## src/rtl/bt_block_buffer.sv

```systemverilog
// Block buffer: collects DEPTH words from the pipe-in, then serves them as one block to the pipe-out.
// Optional feature: define BT_BLOCK_BUFFER_CHECKSUM_EN to publish the XOR of each completed block.
module bt_block_buffer #(
    parameter int DATA_W  = 32,
    parameter int DEPTH   = 4,
    parameter int REVERSE = 0
) (
    input  logic              okClk,
    input  logic              rstn,
    input  logic [DATA_W-1:0] in_data,
    input  logic              in_write,
    output logic              in_ready,
    input  logic              out_read,
    output logic [DATA_W-1:0] out_data,
    output logic              out_ready,
    input  logic              err_clr,
    output logic              overflow_err,
    output logic              underflow_err,
    output logic [15:0]       block_cnt,
    output logic [DATA_W-1:0] checksum
);

    localparam int IDX_W = (DEPTH > 1) ? $clog2(DEPTH) : 1;
    localparam logic [IDX_W-1:0] IDX_LAST = IDX_W'(DEPTH - 1);
    localparam logic [IDX_W-1:0] IDX_ONE  = IDX_W'(1);

    typedef enum logic [1:0] {
        EMPTY    = 2'd0,
        FILLING  = 2'd1,
        FULL     = 2'd2,
        DRAINING = 2'd3
    } state_t;

    state_t            state_r;
    state_t            state_s;
    logic [IDX_W-1:0]  wr_idx_r;
    logic [IDX_W-1:0]  rd_idx_r;
    logic [IDX_W-1:0]  wr_slot_s;
    logic [DATA_W-1:0] mem_r [DEPTH];
    logic              in_ready_r;
    logic              out_ready_r;
    logic [DATA_W-1:0] out_data_r;
    logic              overflow_r;
    logic              underflow_r;
    logic [15:0]       block_cnt_r;
    logic              wr_acc_s;
    logic              rd_acc_s;
    logic              blk_done_s;
    logic              blk_empty_s;

    assign wr_acc_s    = in_write & in_ready_r;
    assign rd_acc_s    = out_read & out_ready_r;
    assign blk_done_s  = wr_acc_s & (wr_idx_r == IDX_LAST);
    assign blk_empty_s = rd_acc_s & (rd_idx_r == IDX_LAST);
    // With a power-of-two depth, DEPTH-1-idx is simply the bitwise inverse of idx.
    assign wr_slot_s   = (REVERSE != 0) ? ~wr_idx_r : wr_idx_r;

    // Next-state decode for the fill/drain sequencer
    always_comb begin
        state_s = state_r;
        case (state_r)
            EMPTY:    if (wr_acc_s)    state_s = FILLING;  else state_s = EMPTY;
            FILLING:  if (blk_done_s)  state_s = FULL;     else state_s = FILLING;
            FULL:     if (rd_acc_s)    state_s = DRAINING; else state_s = FULL;
            DRAINING: if (blk_empty_s) state_s = EMPTY;    else state_s = DRAINING;
            default:  state_s = EMPTY;
        endcase
    end

    // State, indices, handshake flags, readout word and block counter
    always_ff @(posedge okClk) begin
        if (!rstn) begin
            state_r     <= EMPTY;
            wr_idx_r    <= '0;
            rd_idx_r    <= '0;
            in_ready_r  <= 1'b1;
            out_ready_r <= 1'b0;
            out_data_r  <= '0;
            block_cnt_r <= 16'd0;
        end else begin
            state_r     <= state_s;
            in_ready_r  <= (state_s == EMPTY) || (state_s == FILLING);
            out_ready_r <= (state_s == FULL) || (state_s == DRAINING);
            if (wr_acc_s) wr_idx_r <= wr_idx_r + IDX_ONE;
            if (rd_acc_s) begin
                rd_idx_r   <= rd_idx_r + IDX_ONE;
                out_data_r <= mem_r[rd_idx_r];
            end
            if (blk_done_s) block_cnt_r <= block_cnt_r + 16'd1;
        end
    end

    // Block storage; deliberately not reset
    always_ff @(posedge okClk) begin
        if (rstn && wr_acc_s) mem_r[wr_slot_s] <= in_data;
    end

    // Sticky error flags; a new error outranks a clear in the same cycle
    always_ff @(posedge okClk) begin
        if (!rstn) begin
            overflow_r  <= 1'b0;
            underflow_r <= 1'b0;
        end else begin
            if (in_write && !in_ready_r) overflow_r <= 1'b1;
            else if (err_clr)            overflow_r <= 1'b0;
            else                         overflow_r <= overflow_r;
            if (out_read && !out_ready_r) underflow_r <= 1'b1;
            else if (err_clr)             underflow_r <= 1'b0;
            else                          underflow_r <= underflow_r;
        end
    end

`ifdef BT_BLOCK_BUFFER_CHECKSUM_EN
    logic [DATA_W-1:0] acc_r;
    logic [DATA_W-1:0] checksum_r;

    // Running XOR of the block being filled, published when the block completes
    always_ff @(posedge okClk) begin
        if (!rstn) begin
            acc_r      <= '0;
            checksum_r <= '0;
        end else if (blk_done_s) begin
            acc_r      <= '0;
            checksum_r <= acc_r ^ in_data;
        end else if (wr_acc_s) begin
            acc_r      <= acc_r ^ in_data;
        end else begin
            acc_r      <= acc_r;
        end
    end

    assign checksum = checksum_r;
`else
    assign checksum = '0;
`endif

    assign in_ready      = in_ready_r;
    assign out_ready     = out_ready_r;
    assign out_data      = out_data_r;
    assign overflow_err  = overflow_r;
    assign underflow_err = underflow_r;
    assign block_cnt     = block_cnt_r;

endmodule

```

## config.mk

```make
export PLATFORM = sky130hd
export DESIGN_NAME = bt_block_buffer
export DESIGN_NICKNAME = d
export VERILOG_FILES = /design/src/rtl/bt_block_buffer.sv
export SDC_FILE = /design/constraint.sdc
export NUM_CORES = 1
export LEC_CHECK = 0
export BUFFER_PORTS_ARGS = -buffer_cell sky130_fd_sc_hd__buf_2
export CAP_MARGIN = 5
export CORE_ASPECT_RATIO = 1.2
export CORE_MARGIN = 3
export CORE_UTILIZATION = 55
export CTS_BUF_LIST = sky130_fd_sc_hd__clkbuf_4 sky130_fd_sc_hd__clkbuf_8
export CTS_CLUSTER_DIAMETER = 150
export DETAILED_ROUTE_END_ITERATION = 16
export PLACE_DENSITY = 0.83
export SLEW_MARGIN = 20
export SYNTH_ARGS = -nofsm -noshare
export SYNTH_HDL_FRONTEND = slang
export SYNTH_SLANG_ARGS = --single-unit
```

## constraint.sdc

```tcl
create_clock -name okClk -period 2.3 [get_ports okClk]
set_input_delay 0.23 -clock okClk [delete_from_list [all_inputs] [get_ports okClk]]
set_output_delay 0.23 -clock okClk [all_outputs]
set_load 0.02 [all_outputs]
```

Word level (Yosys, flattened, before mapping) --
Memory sizes are Yosys's and may differ from the RTL's. A register that Yosys moved wholly into a read port is not among the register bits. Cells that the tools add are included.
Word-level totals: word-level logic and storage cells 46, flip-flop bits (word level) 26, memories kept 1, memory bits (writable) 128
Cells by class: equality and inequality tests 8, bitwise gates (word level) 4, reductions and logical operators 12, add/subtract/negate cells 3, mux-type cells 10
Memories:
- mem_r | depth 4, bits a word 32, rd ports 1, clocked after memory_dff 1, wr ports 1, RTL line 39 | logic [DATA_W-1:0] mem_r [DEPTH];
Operators by type and width (number):
- $add A16 B1 Y16 const B | 1
- $eq A2 B2 Y1 const B | 6
- $pmux W2 S4 | 1
- $mux W1 | 7
- $add A2 B1 Y2 const B | 2
- $and A1 B1 Y1 | 4
- $eq A2 B1 Y1 const B | 2
- $logic_not A2 Y1 | 2
- $mux W2 | 2
- $reduce_bool A2 Y1 | 2
- $logic_and A1 B1 Y1 | 3
- $logic_not A1 Y1 | 3
- $logic_or A1 B1 Y1 | 2

Depth between registers and ports, before layout --
Gate-level depths: netlist of run 1.
depth after elaboration 6, depth in mapped cells 6, depth with buffers taken out 5

Worst setup path before layout of run 1 --
No wires, ideal clock.
path kind flip-flop to flip-flop, start point reg in_ready_r (netlist: in_ready), end point mem mem_r[1][0], enable pin, buffers on the path 1, stages on the path, launching flop included 4, arrival time 1.736 ns, period minus slack after synthesis 2.128 ns, library setup time 0.392 ns, setup slack 0.172 ns, data required time 1.908 ns, cells stage by stage dfxtp_1 and2_2 clkbuf_1 and3_1
Between the ends: word-level cells in the longest chain between the ends 4
Ends and longest elaborated chain:
- start, declared | RTL line 40 | logic in_ready_r;
- start signal, assigned | RTL line 82 | in_ready_r <= (state_s == EMPTY) || (state_s == FILLING);
- $and A1 B1 Y1 | RTL line 51 | assign wr_acc_s = in_write & in_ready_r;
- $logic_and A1 B1 Y1 | RTL line 95 | if (rstn && wr_acc_s) mem_r[wr_slot_s] <= in_data;
- $mux W1 | RTL line 95
- $mux W1 (implied by the code) | RTL line 95
- end, declared | RTL line 39
Every way passes these cells.

Final worst setup path of run 1 --
start point reg wr_idx_r[0], end point mem mem_r[3][4], enable pin
RTL lines:
- start, declared | RTL line 36 | logic [IDX_W-1:0] wr_idx_r;
- start signal, assigned | RTL line 84 | if (wr_acc_s) wr_idx_r <= wr_idx_r + IDX_ONE;
No word-level cell before the write port.

==> results of run 1 <==
[flip-flops by register name, indices dropped and copies added (netlist names)]
register and flops:
underflow_err 1, wr_idx_r 2, rd_idx_r 2, out_data 32
overflow_err 1, block_cnt 16, in_ready 1, mem_r 128
state_r 2
[power by group]
group          leakage (nW)  switching, mW  total, mW  internal, mW
registers              1.62         0.0214       3.65          3.63
logic                  1.23          0.176      0.290         0.115
clock network         0.206           1.09       2.25          1.16
[logic make-up after synthesis]
| group | Yosys count | share of synthesized area [%] |
|---|---|---|
| compound gates | 46 | 3.40 |
| flops | 185 | 69.5 |
| xor+xnor | 12 | 1.47 |
| simple gates | 129 | 8.90 |
| mux | 35 | 10.5 |
| other cells | 1 | 0.0523 |
| buf+inv | 60 | 5.18 |
| fa+ha+maj | 6 | 1.05 |
[cell usage after synthesis (all sizes together)]
library cell  count  area share [%]
buf              43             4.3
nand2b            4            0.35
nor2             16            0.84
or2b              1            0.12
mux2i             3            0.42
o31a              1            0.12
and4              1            0.12
and3              5            0.44
nand3             6            0.59
clkinv            1           0.052
inv               3            0.16
dfxtp            57              16
nand2            71             3.7
o21ai             4            0.28
or4               1            0.10
edfxtp          128              54
conb              1           0.052
mux4             32              10
nand4             9            0.99
o211ai            1            0.10
xnor2             7            0.85
nand3b            1            0.10
o31ai             1            0.10
xor2              5            0.61
nor4              4            0.65
nor3              3            0.21
and2              6            0.58
o21a              2            0.21
or3               1           0.087
ha                6             1.0
clkbuf           13            0.68
a21oi            37             2.6
[repair_timing]
action / in CTS / in global routing
setup endpoints to repair: 0 / 0
hold buffers: 31 / 0
endpoints found under the hold margin: 124 / 0
[routing by layer]
metal  vias to the layer above  share of wire, %  GRT usage, %
li1                       1941                 -             -
met2                       168                54          34.9
met3                        19               6.3          4.96
met5                         -                 0             0
met4                         0               1.7          6.43
met1                      2084                38          26.3
[cell type report]
| cell class | instances | area (sq um) |
|---|---|---|
| well taps | 164 | 205 |
| fillers | 863 | 4240 |
| flip-flops and latches | 185 | 4990 |
| inverters | 4 | 15.0 |
| clock buffers | 21 | 277 |
| repair buffers | 133 | 918 |
| clock inverters | 10 | 144 |
| multi-input cells | 260 | 1940 |
[worst paths after layout]
path,to,slack (ns),depth (start not counted)
max reg2reg,mem_r[3][4],0.44,4
min,mem_r[0][26],0.03,1
min reg2reg,out_data[18],0.46,2
max,mem_r[3][4],0.44,4
[per-stage QoR]
stage                     total power [mW]  instances
after detailed placement              3.97        715
after floorplan                       3.91        505
after global routing                  6.40        777
final                                 6.19        777
after CTS                             6.21        777
after global placement                3.95        715
[worst reg2reg max path, stage by stage (launching register included)]
cell and delay (ns):
dfxtp_1 0.41, ha_1 0.25, and3_1 0.42, and2_2 0.24, buf_12 0.22
==> run metrics, run 1 <==
hold_sp in_data[26]; Leak approximately 3.1 nW; grt total ovfl 0; worst hold path class primary input to flip-flop; final-report hold violation count 0; NumNets Final between 600 and 700; #FFs+latches synth roughly 190; CTS Buf Count 17; Initial Util about 56%; Pins Over Slew Limit 0; post-DP HPWL between 8000 and 9000 um; Setup Viol. Count Final 0; Hold Slack roughly 0.026 ns; worst rel slew slack 57.4%; DR pass1 iterations 5; CTS sink count roughly 190; area of placed instances roughly 7800 sq um; DR vias roughly 4.2k; final WL approximately 14,000 um; synth unique cells 41; delay-heaviest family, CP simple AND/OR/NAND/NOR gates; Clock transition at path regs around 0.090 ns; post-route cell area roughly 8500 sq um; first-pass GRT wire length approximately 22,000 um; fin crit period approximately 1.9 ns; commonest non-fill, non-tap cell in the layout edfxtp_1; worst-margin pin slew roughly 0.64 ns; pre-CTS WS 0.449 ns; H-tree depth 4; critical path startpoint wr_idx_r[0]; Total GRT Usage roughly a fifth; drt drc 0; CP Cell Sequence ha_1 -> and3_1 -> and2_2 -> buf_12; drt initial violations ~280; crit share post-route 81.1%; number of routed nets with antenna violations 0; largest net degree at the start of global routing 33; Pwr Density roughly 730 nW/um^2; CTS Buffer Depth 2; vias in the first global route roughly 4.4k; Top Ports about 120; Row Count 45; post-cts gate resize count 0; Netlist Area Pre-Place around 7200 sq um; initial antenna violation count 0; Synth Instances ~470; fmax 0.536 GHz; Crit path arrival time ~2 ns; Startpoint Class flip-flop; post-DR vias/cell approximately 5.4; required time worst endpoint ~2.4 ns; Die Area roughly 14,000 sq um; Root Buffer clkbuf_8; max-cap violation count 0; final setup margin 0.436 ns; Worst Path Buf+Inv 1; sequential area share after synthesis 69.5%; Worst path max stage delay about 0.42 ns; peak supply drop slightly above 0.0004 V; clock skew 0.0138 ns; CP Max Fanout 32; CTS tree done; Wirelength per Cell approximately 18 um; # diodes 0; Slowest-stage cell, CP and3_1; worst skew pair latency 0.45 ns; Die W 110 um; most used cells in the layout excluding fill and tap cells edfxtp_1 (128), buf_2 (88), nand2_1 (71); yosys warns 0; Port Buffer Count 88; outcome complete, no violations; GPL Wtd Cong 0.764; Setup crit end kind flip-flop; Fin Setup TNS 0 ns; Chip Height about 130 um; core area approximately 13,000 sq um; Synth Area per Inst roughly 15 sq um; layout cells sized above 1 between 20% and 30%; worst setup path category flip-flop to flip-flop; Post-CTS Repair Setup Buffers 0; Util after Layout approximately two thirds; unrepaired setup endpoints after global routing no; Reg-to-Reg Start wr_idx_r[0]; Layout area overhead 18.3%
Note: power is estimated with default switching activity, not from simulation.
==> run 2, diff against run 1 <==
- ABC_AREA: default -> 1
- CORE_UTILIZATION: 55 -> 53
- clock period: 2.3 -> 1.6 ns (I/O delays scaled with it)
==> run metrics, run 2 <==
synth top area cells edfxtp_1 (51%), dfxtp_1 (15%), nor2_1 (9.5%); top-count cell post-synth nor2_1; yosys warns 0; worst setup path category flip-flop to flip-flop; Slowest-stage cell, CP dfxtp_1; commonest non-fill, non-tap cell in the layout nor2_1; Logic pwr share approximately 5.2%; peak supply drop 0.000561 V; required time worst endpoint between 1.5 and 2 ns; post-DP HPWL 9720 um; Total GRT Usage a little over 20%; Clock power frac approximately 37%; Die W ~120 um; post-DR vias/cell 5.12; vias in the first global route between 5k and 6k; sequential area share after synthesis 65.8%; CTS Buf Count 17; largest net degree at the start of global routing slightly above 50; hold_sp rstn; Int Power a little under 7 mW; fin crit period between 1 and 1.5 ns; initial antenna violation count 0; CTS sink count about 190; Commonest cells post-synth nor2_1 (192), edfxtp_1 (128), o21ai_0 (75), nand2_1 (70), inv_1 (62); Post-CTS Repair Setup Buffers 0; max-cap violation count 0; CP Cell Sequence ha_1 -> nand3_2 -> nor2_4 -> buf_4; Clock transition at path regs ~0.090 ns; Netlist Area Pre-Place about 7600 sq um; Setup Viol. Count Final 0; sequential share of power roughly three fifths; final setup margin approximately 0.15 ns; Pins Over Slew Limit 0; Crit path arrival time about 1.6 ns; Synth Instances 730; R2R Setup Slk around 0.15 ns; outcome complete, no violations; first-pass GRT wire length 24,800 um; unrepaired setup endpoints after global routing no; final WL 15,400 um; # diodes 0; WHS Path Cells 3; Startpoint Class flip-flop; crit share post-route about 91%; Hold Slack ~0.037 ns; fmax a little under 0.7 GHz; Port Buffer Count 88; Die Area 15,800 sq um; CTS tree done; synth unique cells 28; max FFs per register around 130; Root Buffer clkbuf_8; H-tree depth 4; pre-CTS WS approximately 0.16 ns; NumNets Final 900; Worst path max stage delay about 0.37 ns; Reg with most FFs mem_r; Worst R2R Path Depth 4; asr flop ratio synth 0%; Initial Util 54.6%; Reg-to-Reg Start wr_idx_r[0]; clock skew roughly 0.0075 ns; Wirelength per Cell 14.8 um; Row Count 47; R2R Path End mem_r[3][14]; #FFs+latches synth around 190; final-report hold violation count 0; share of the synthesized area in the top cell type between 50% and 60%; Yosys top cell by area edfxtp_1; Synth Area per Inst 10.4 sq um; layout cells sized above 1 17.7%; Top Ports 121; Fin Setup TNS 0 ns; Most used DFF post-synth edfxtp_1; Psw a little over 2 mW; Pwr Density around 1000 nW/um^2; hold worst-path end wr_idx_r[1]; DR vias between 5k and 6k; drt initial violations a little under 400; most used cells in the layout excluding fill and tap cells nor2_1 (188), edfxtp_1 (128), buf_2 (88); grt total ovfl 0; worst hold path class primary input to flip-flop; Leak between 3 and 4 nW; core area between 10,000 and 15,000 sq um; drt drc 0; worst skew pair latency around 0.46 ns; Layout area overhead 18.6%; Switching Share a little under a quarter; CP Max Fanout 12; DR pass1 iterations 6; Setup crit end kind flip-flop; Post-synth EDFFs 128; number of routed nets with antenna violations 0; Chip Height approximately 140 um; GPL Wtd Cong between 0.7 and 0.8; CTS Buffer Depth 2
==> run 2: changes by cell type in the layout (fill, tap and decap cells not counted), sizes merged, moves of 6 or more <==
cell and change:
nor2 +179, mux4 -32, nand4 -6, inv +64
o21ai +71, a21oi -22, xnor2 -7, o211ai +32
==> run 2: power by group through the flow <==
stage               Clock (mW)  Sequential (mW)  Combinational, mW
floorplan                    0             5.35              0.288
global placement             0             5.35              0.388
detailed placement           0             5.35              0.402
CTS                       3.34             5.24              0.468
global route              3.51             5.25              0.521
finish                    3.28             5.24              0.470
==> run 2: logic make-up (layout without fill, tap and decap cells) <==
group	count (synthesis)	count (layout)	share of synthesized area (%)
AOI/OAI and AO/OA	123	123	9.21
other	1	32	0.0495
xor gates and xnor gates	2	2	0.231
adders and majority gates	6	6	0.991
and+or+nand+nor	285	285	15.1
buffers and inverters	128	237	8.60
DFF	185	185	65.8
==> run 2: layout make-up <==
| class | instances | area [sq um] |
|---|---|---|
| sequential | 185 | 4990 |
| clock buffer | 17 | 234 |
| multi-input combinational | 448 | 2090 |
| tap | 171 | 214 |
| clock inverter | 15 | 186 |
| inverter | 63 | 236 |
| timing repair buffer | 142 | 1030 |
| fill | 1051 | 4890 |
==> run 2: per-stage QoR <==
stage / area, sq um / util [%] / instances / total power [mW]
3_5_place_dp: 8220 / 59.2 / 974 / 5.75
2_1_floorplan: 7730 / - / 761 / 5.64
3_3_place_gp: 8220 / 59.2 / 974 / 5.73
6_report: 8990 / 64.7 / 1041 / 8.99
4_1_cts: 8990 / 64.7 / 1041 / 9.05
5_1_grt: 8990 / 64.7 / 1041 / 9.29
==> run 2: worst max-delay path, delay by kind of cell (launching register included) <==
kind / cells / cell delay (ns)
adder cells (fa/ha/maj): 1 / 0.19
buffers and inverters: 1 / 0.24
AND/OR/NAND/NOR: 2 / 0.35
flip-flops: 1 / 0.37
==> run 2: how the worst max path moves through the flow <==
| stage | cells past startpoint | from | endpoint |
|---|---|---|---|
| 5_1_grt | 4 | wr_idx_r[0] | mem_r[3][14] |
| 6_report | 4 | wr_idx_r[0] | mem_r[3][14] |
| 4_1_cts | 4 | wr_idx_r[0] | mem_r[3][14] |
| 3_5_place_dp | 4 | wr_idx_r[0] | mem_r[3][11] |
| 3_3_place_gp | 4 | wr_idx_r[0] | mem_r[3][14] |
| 2_1_floorplan | 2 | in_ready | mem_r[0][0] |
==> run 2: timing repair <==
action,CTS,global route
hold buffers,35,0
endpoints found under the hold margin,130,0
gates resized for setup,0,0
==> run 2: per-layer routing <==
layer  vias up  share of wire (%)  global-route usage [%]
met2       194                 52                    34.0
met4         0                2.2                    10.3
met5         -                  0                       0
met3        28                5.7                    3.85
li1       2604                  -                       -
met1      2499                 40                    25.1
